### config.mk
export PLATFORM = sky130hd
export DESIGN_NAME = control_sequencer
export DESIGN_NICKNAME = d
export VERILOG_FILES = /design/src/rtl/control_sequencer.sv
export SDC_FILE = /design/constraint.sdc
export NUM_CORES = 1
export LEC_CHECK = 0
export CORE_MARGIN = 4
export CORE_UTILIZATION = 42
export DETAILED_ROUTE_END_ITERATION = 16
export PLACE_DENSITY = 0.92
export SYNTH_ARGS = -nofsm -noshare
export SYNTH_HDL_FRONTEND = slang
export SYNTH_SLANG_ARGS = --single-unit
### constraint.sdc
create_clock -name clk_i -period 2.7 [get_ports clk_i]
set_clock_uncertainty 0.1 [all_clocks]
set_input_delay 0.405 -clock clk_i [delete_from_list [all_inputs] [get_ports clk_i]]
set_output_delay 0.405 -clock clk_i [all_outputs]
set_load 0.02 [all_outputs]
### src/rtl/control_sequencer.sv
// control_sequencer
//
// Purpose:
//   Hard-wired control unit for a single-bus CPU datapath. One pass runs a
//   fetch (T0-T2) followed by execute steps (T3-T5, plus T6 for mul/div).
//   All control outputs are registered. Each output register is loaded
//   from the decode of the state being entered, so the outputs always
//   match the current state and ir.
//
// Configuration macro:
//   MULDIV_EN  - when defined, opcodes 16 (mul) and 17 (div) execute and
//                use state T6 to move the high half of Z into HI. When
//                undefined, those opcodes are illegal, T6 does not exist,
//                and hiIn_o/loIn_o are tied low.
//
// Ports:
//   clk_i        system clock, rising-edge active
//   rst_ni       asynchronous active-low reset; forces IDLE outputs at once
//   start_i      level request to begin a pass (sampled only in IDLE)
//   memReady_i   memory read complete (sampled only in T1)
//   ir_i[31:0]   instruction: op=[31:27] Ra=[26:23] Rb=[22:19] Rc=[18:15]
//   busSel_o     encoded bus source (R0-R15=0-15, Zhigh=18, Zlow=19,
//                PC=20, MDR=21, none=31)
//   regIn_o      one-hot R0-R15 write enable
//   marIn_o, pcIn_o, mdrIn_o, irIn_o, yIn_o, zIn_o, hiIn_o, loIn_o,
//   incPc_o, read_o   datapath strobes
//   aluOp_o      ALU operation code, 0 when no ALU operation is active
//   busy_o       high in every state except IDLE
//   done_o       single-cycle pass-complete flag
//   illegal_o    single-cycle illegal-opcode flag (in T2)

module control_sequencer (
  input  logic        clk_i,
  input  logic        rst_ni,
  input  logic        start_i,
  input  logic        memReady_i,
  input  logic [31:0] ir_i,
  output logic [4:0]  busSel_o,
  output logic [15:0] regIn_o,
  output logic        marIn_o,
  output logic        pcIn_o,
  output logic        mdrIn_o,
  output logic        irIn_o,
  output logic        yIn_o,
  output logic        zIn_o,
  output logic        hiIn_o,
  output logic        loIn_o,
  output logic        incPc_o,
  output logic        read_o,
  output logic [4:0]  aluOp_o,
  output logic        busy_o,
  output logic        done_o,
  output logic        illegal_o
);

  // Bus source encodings that this sequencer drives.
  localparam logic [4:0] BusZlow = 5'd19;
  localparam logic [4:0] BusPc   = 5'd20;
  localparam logic [4:0] BusMdr  = 5'd21;
  localparam logic [4:0] BusNone = 5'd31;
`ifdef MULDIV_EN
  localparam logic [4:0] BusZhigh = 5'd18;
`endif

`ifdef MULDIV_EN
  typedef enum logic [2:0] {
    IDLE = 3'd0,
    T0   = 3'd1,
    T1   = 3'd2,
    T2   = 3'd3,
    T3   = 3'd4,
    T4   = 3'd5,
    T5   = 3'd6,
    T6   = 3'd7
  } state_e;
`else
  typedef enum logic [2:0] {
    IDLE = 3'd0,
    T0   = 3'd1,
    T1   = 3'd2,
    T2   = 3'd3,
    T3   = 3'd4,
    T4   = 3'd5,
    T5   = 3'd6
  } state_e;
`endif

  // Complete set of registered control outputs.
  typedef struct packed {
    logic [4:0]  busSel;
    logic [15:0] regIn;
    logic [4:0]  aluOp;
    logic        marIn;
    logic        pcIn;
    logic        mdrIn;
    logic        irIn;
    logic        yIn;
    logic        zIn;
`ifdef MULDIV_EN
    logic        hiIn;
    logic        loIn;
`endif
    logic        incPc;
    logic        read;
    logic        busy;
    logic        done;
    logic        illegal;
  } ctrl_t;

  localparam ctrl_t CtrlIdle = '{busSel: BusNone, default: '0};

  state_e stateQ, stateD;
  ctrl_t  ctrlQ, ctrlD;

  // Instruction fields.
  logic [4:0] opcode;
  logic [3:0] ra, rb, rc;
  logic       isAluOp;
  logic       isMulDivOp;
  logic       isLegal;
  logic       unusedIrLow;

  assign opcode = ir_i[31:27];
  assign ra     = ir_i[26:23];
  assign rb     = ir_i[22:19];
  assign rc     = ir_i[18:15];

  // The low instruction bits carry no meaning for the control unit.
  assign unusedIrLow = ^ir_i[14:0];

  assign isAluOp    = (opcode < 5'd16);
  assign isMulDivOp = (opcode == 5'd16) || (opcode == 5'd17);

`ifdef MULDIV_EN
  assign isLegal = isAluOp || isMulDivOp;
`else
  assign isLegal = isAluOp;
`endif

  // Next-state sequencing. Illegal opcodes abort from T2 straight to IDLE.
  always_comb begin
    stateD = stateQ;
    case (stateQ)
      IDLE:    if (start_i) stateD = T0;
      T0:      stateD = T1;
      T1:      if (memReady_i) stateD = T2;
      T2:      stateD = isLegal ? T3 : IDLE;
      T3:      stateD = T4;
      T4:      stateD = T5;
`ifdef MULDIV_EN
      T5:      stateD = isMulDivOp ? T6 : IDLE;
      T6:      stateD = IDLE;
`else
      T5:      stateD = IDLE;
`endif
      default: stateD = IDLE;
    endcase
  end

  // Output decode for the state being entered. PC is loaded only on the
  // T0->T1 transition, so T1 wait cycles do not reload it. Mul/div
  // addresses Ra/Rb in T3/T4, whereas ALU ops use Rb/Rc.
  always_comb begin
    ctrlD      = CtrlIdle;
    ctrlD.busy = (stateD != IDLE);
    case (stateD)
      T0: begin
        ctrlD.busSel = BusPc;
        ctrlD.marIn  = 1'b1;
        ctrlD.incPc  = 1'b1;
        ctrlD.zIn    = 1'b1;
      end
      T1: begin
        ctrlD.busSel = BusZlow;
        ctrlD.pcIn   = (stateQ == T0);
        ctrlD.read   = 1'b1;
        ctrlD.mdrIn  = 1'b1;
      end
      T2: begin
        ctrlD.busSel  = BusMdr;
        ctrlD.irIn    = 1'b1;
        ctrlD.illegal = !isLegal;
      end
      T3: begin
        ctrlD.busSel = {1'b0, (isMulDivOp ? ra : rb)};
        ctrlD.yIn    = 1'b1;
      end
      T4: begin
        ctrlD.busSel = {1'b0, (isMulDivOp ? rb : rc)};
        ctrlD.aluOp  = opcode;
        ctrlD.zIn    = 1'b1;
      end
      T5: begin
        ctrlD.busSel = BusZlow;
`ifdef MULDIV_EN
        if (isMulDivOp) begin
          ctrlD.loIn = 1'b1;
        end else begin
          ctrlD.regIn = 16'h0001 << ra;
          ctrlD.done  = 1'b1;
        end
`else
        ctrlD.regIn = 16'h0001 << ra;
        ctrlD.done  = 1'b1;
`endif
      end
`ifdef MULDIV_EN
      T6: begin
        ctrlD.busSel = BusZhigh;
        ctrlD.hiIn   = 1'b1;
        ctrlD.done   = 1'b1;
      end
`endif
      default: ;
    endcase
  end

  // State and output registers. Reset returns everything to IDLE values
  // without waiting for the clock.
  always_ff @(posedge clk_i or negedge rst_ni) begin
    if (!rst_ni) begin
      stateQ <= IDLE;
      ctrlQ  <= CtrlIdle;
    end else begin
      stateQ <= stateD;
      ctrlQ  <= ctrlD;
    end
  end

  assign busSel_o  = ctrlQ.busSel;
  assign regIn_o   = ctrlQ.regIn;
  assign aluOp_o   = ctrlQ.aluOp;
  assign marIn_o   = ctrlQ.marIn;
  assign pcIn_o    = ctrlQ.pcIn;
  assign mdrIn_o   = ctrlQ.mdrIn;
  assign irIn_o    = ctrlQ.irIn;
  assign yIn_o     = ctrlQ.yIn;
  assign zIn_o     = ctrlQ.zIn;
  assign incPc_o   = ctrlQ.incPc;
  assign read_o    = ctrlQ.read;
  assign busy_o    = ctrlQ.busy;
  assign done_o    = ctrlQ.done;
  assign illegal_o = ctrlQ.illegal;

`ifdef MULDIV_EN
  assign hiIn_o = ctrlQ.hiIn;
  assign loIn_o = ctrlQ.loIn;
`else
  assign hiIn_o = 1'b0;
  assign loIn_o = 1'b0;
`endif

endmodule

Word-level counts from Yosys, hierarchy flattened
Cells that the tools add are included.
{"block": "totals", "ff_bits": 39, "input_bits": 36, "out_inout_bits": 39, "word_cells": 52}
{"block": "op_classes", "magnitude_cmp": 1, "n_eq_ne": 13, "n_shift": 1, "muxes": 17, "reduce_logical": 6}
{"op": "$pmux 5 s5", "n": 1}
{"op": "$pmux 3 s6", "n": 1}
{"op": "$mux 16", "n": 1}
{"op": "$shl 1x4->16 const A", "n": 1}
{"op": "$eq 3x3->1 const B", "n": 5}
{"op": "$eq 3x2->1 const B", "n": 4}
{"op": "$eq 5x5->1 const B", "n": 2}
{"op": "$mux 3", "n": 3}
{"op": "$mux 4", "n": 2}
{"op": "$mux 1", "n": 7}
{"op": "$eq 3x1->1 const B", "n": 2}
{"op": "$lt 5x5->1 const B", "n": 1}
{"op": "$mux 5", "n": 1}
{"op": "$reduce_or 2->1", "n": 2}
{"op": "$logic_not 3->1", "n": 1}
{"op": "$reduce_bool 3->1", "n": 1}
{"op": "$mux 2", "n": 1}
{"op": "$logic_not 1->1", "n": 1}
{"op": "$logic_or 1x1->1", "n": 1}

Longest topological paths before layout
{"block": "logic_depth", "depth_word": 6, "ltp_mapped": 5, "mapped_depth_nobuf": 4}

Worst setup path before layout
OpenSTA, ideal clock, no wires.
{"block": "synth_timing", "path_type": "input to register", "startpoint": "in ir_i[28]", "endpoint": "reg ctrlQ (netlist bit busSel_o[0])", "arrival_time_ps": 1384, "setup_slack_ps": 1128, "cell_stages": 5, "n_path_buf": 1, "path_cell_list": "nor4b_4 buf_6 mux2i_1 o22ai_1 or3_1"}
{"element": "start: declaration", "line_no": "37", "rtl": "input logic [31:0] ir_i,"}
{"element": "end signal: assignment", "line_no": "223", "rtl": "ctrlQ <= CtrlIdle;"}
{"element": "end signal: assignment", "line_no": "226", "rtl": "ctrlQ <= ctrlD;"}
{"element": "end: declaration", "line_no": "113", "rtl": "ctrl_t ctrlQ, ctrlD;"}

Final worst setup path
{"block": "layout_timing", "startpoint": "reg ctrlQ (netlist bit busSel_o[1])", "endpoint": "out busSel_o[1]"}
{"element": "end: declaration", "line_no": "38", "rtl": "output logic [4:0] busSel_o,"}
No word-level cell between the ends.

==> impl_metrics.ini <==
[detailed_routing]
vias = 1097
postRouteAntennaNets = 0
viasPerCell = 4.81
wl_per_cell_microns = 13.3
met1_length_microns = 1220
wl_met2_microns = 1470
drt-initial-drc-count = 35
drc = 0
wl_met3_microns = 245
drtPass1Iterations = 4
dr.max_layer_used = met4
wirelength_microns = 3030

[sta]
hold_viol = 0
slew_headroom = 0.475
worst_pin_slew_ns = 0.787
min_period_ns = 1.97
fin_crit_sh = 0.728
slew_viol_final = 0
final.setup.worst_slack_ns = 0.734
max_freq_mhz = 509
rsz0062_at_grt = false
setup_viol = 0
tns_ns = 0

[setup_path]
cp_num_cells = 1
crit_required_ns = 2.19
cp-end-kind = output port
rrSetupSlack_ns = 1.06
path_cells = clkdlybuf4s50_1
cpPeakStageDelay_ns = 0.61
crit_type = reg -> out
cp_slowest_cell = clkdlybuf4s50_1
critPathTopFamily = buffers and inverters
crit_fanout = 1
arrival_ns = 1.46
critPathBufInv = 1
start_kind = flop
reg2reg_depth = 4

[yosys]
ys_ff_latch = 38
synth_common_cells = dfrtp_1 (33), nor2_1 (18), mux2i_1 (8)
syn_area_per_cell_sq_um = 12.3
synth_cell_types = 35
synth_most_common_cell = dfrtp_1
async_flop_share = 1.00
synth.cell_area_sq_um = 1510
synth_top_area_share = 0.547
yosys_warnings = 0
yosysSeqAreaShare = 0.634
synthesis.instances = 123
ys.flop_type = dfrtp_1
synth_area_leader_cell = dfrtp_1
synth_edf_count = 0
synth_area_leaders = dfrtp_1 (55%), dfstp_2 (8.7%), mux2i_1 (5.3%)

[finish]
area_delta_synth_final_pct = 41.7
final_core_util = 0.626
diodes = 0
stdcell_count = 228
drive_above_1_share = 0.137
nets = 217

[clock_network]
cts_sinks = 38
cts_resized = 0
ctsRootBufferMaster = clkbuf_4
postCtsSetupRepairBufs = 0
cts_buffers = 5
cts_tree = done
h-tree-depth = 2
clock_latency_ns = 0.33
cts_buffer_depth = 2
clk_pin_slew_worst_paths_ns = 0.10
ctsHoldBuffers = 0

[pwr]
peakVddDrop_v = 0.000621
p_per_area_nw_per_um2 = 823
p_leak_uw = 0.000947

[global_route]
grt_pass1_wl_microns = 5020
grt_max_degree = 39
grt_overflow_total = 0
track_usage = 0.151
antenna_found_initial = 0
grt_pass1_vias = 1083

[placed_design]
globalplace.congestion = 0.796
portBuffers = 57
place_ws_ns = 0.435
hpwl_microns = 2350
dp_cells = 220

[floorplanning]
core_area_sq_um = 3420
die_height_microns = 68.0
io_pins = 75
die_w_microns = 68.0
num_rows = 21
design.die.area_sq_um = 4620
start_util = 0.442

[status]
outcome = finished clean

[flow_run]
maxCapViolations = 0

[min_path]
hp-class = in -> async
==> cells by family after synthesis <==
kind of cell	after synthesis	share of synthesized area
AND/OR/NAND/NOR	50	0.194
flip-flops	38	0.634
AO/OA/AOI/OAI	14	0.0638
buffers and inverters	12	0.0530
multiplexers	8	0.0530
other	1	0.00248
==> cell type report <==
cell class | instances | area, sq um
tap | 46 | 57.6
fill | 292 | 1280
timing repair buffer | 58 | 573
multi-input combinational | 74 | 477
inverter | 4 | 15.0
clock inverter | 1 | 5.00
sequential | 38 | 957
clock buffer | 7 | 55.1
==> layer usage <==
metal	up-vias	GRT usage
met5	-	0
li1	527	-
met3	10	0.0640
met2	44	0.225
met4	0	0.0744
met1	516	0.188
==> through the flow <==
stage	area (sq um)	total power [uW]	hold WS, ns
floorplan	1510	1220	0.00941
finish	2140	1760	0.0454
CTS	2140	1780	0.0632
global placement	2080	1460	0.418
detailed placement	2080	1490	0.433
global route	2140	1880	0.0876
==> where the power goes <==
group	switching, uW	internal [uW]	leakage [uW]
combinational	333	332	0.000410
sequential	95.9	705	0.000501
clock	168	126	0.0000353
==> registers in the layout, indices dropped and copies added (netlist names) <==
name	flops
pcIn_o	1
aluOp_o	5
regIn_o	16
mdrIn_o	1
illegal_o	1
busy_o	1
stateQ	3
done_o	1
irIn_o	1
incPc_o	1
yIn_o	1
busSel_o	5
zIn_o	1
==> cells in the final DEF (no fill, tap or decap), types with 2 or more instances in the layout <==
cell	n
dfstp_2	5
and2_1	2
o22ai_1	2
nand2_1	3
mux2i_1	8
nor2_1	18
nor3_1	4
clkbuf_4	5
o21ai_0	3
a21oi_1	3
nand2b_1	3
inv_1	4
or3_1	2
and3_1	6
o21ai_2	2
conb_1	2
clkdlybuf4s50_1	56
dfrtp_1	33
==> worst paths after layout <==
path,from,endpoint
worst max-delay path,busSel_o[1],busSel_o[1]
worst min-delay path,rst_ni,illegal_o
worst max register to register,stateQ[2],busSel_o[3]
worst min register to register,stateQ[0],pcIn_o
max in group asynchronous,rst_ni,regIn_o[14]
min in group clk_i,ir_i[27],aluOp_o[0]
Note: power is estimated with default switching activity, not from simulation.
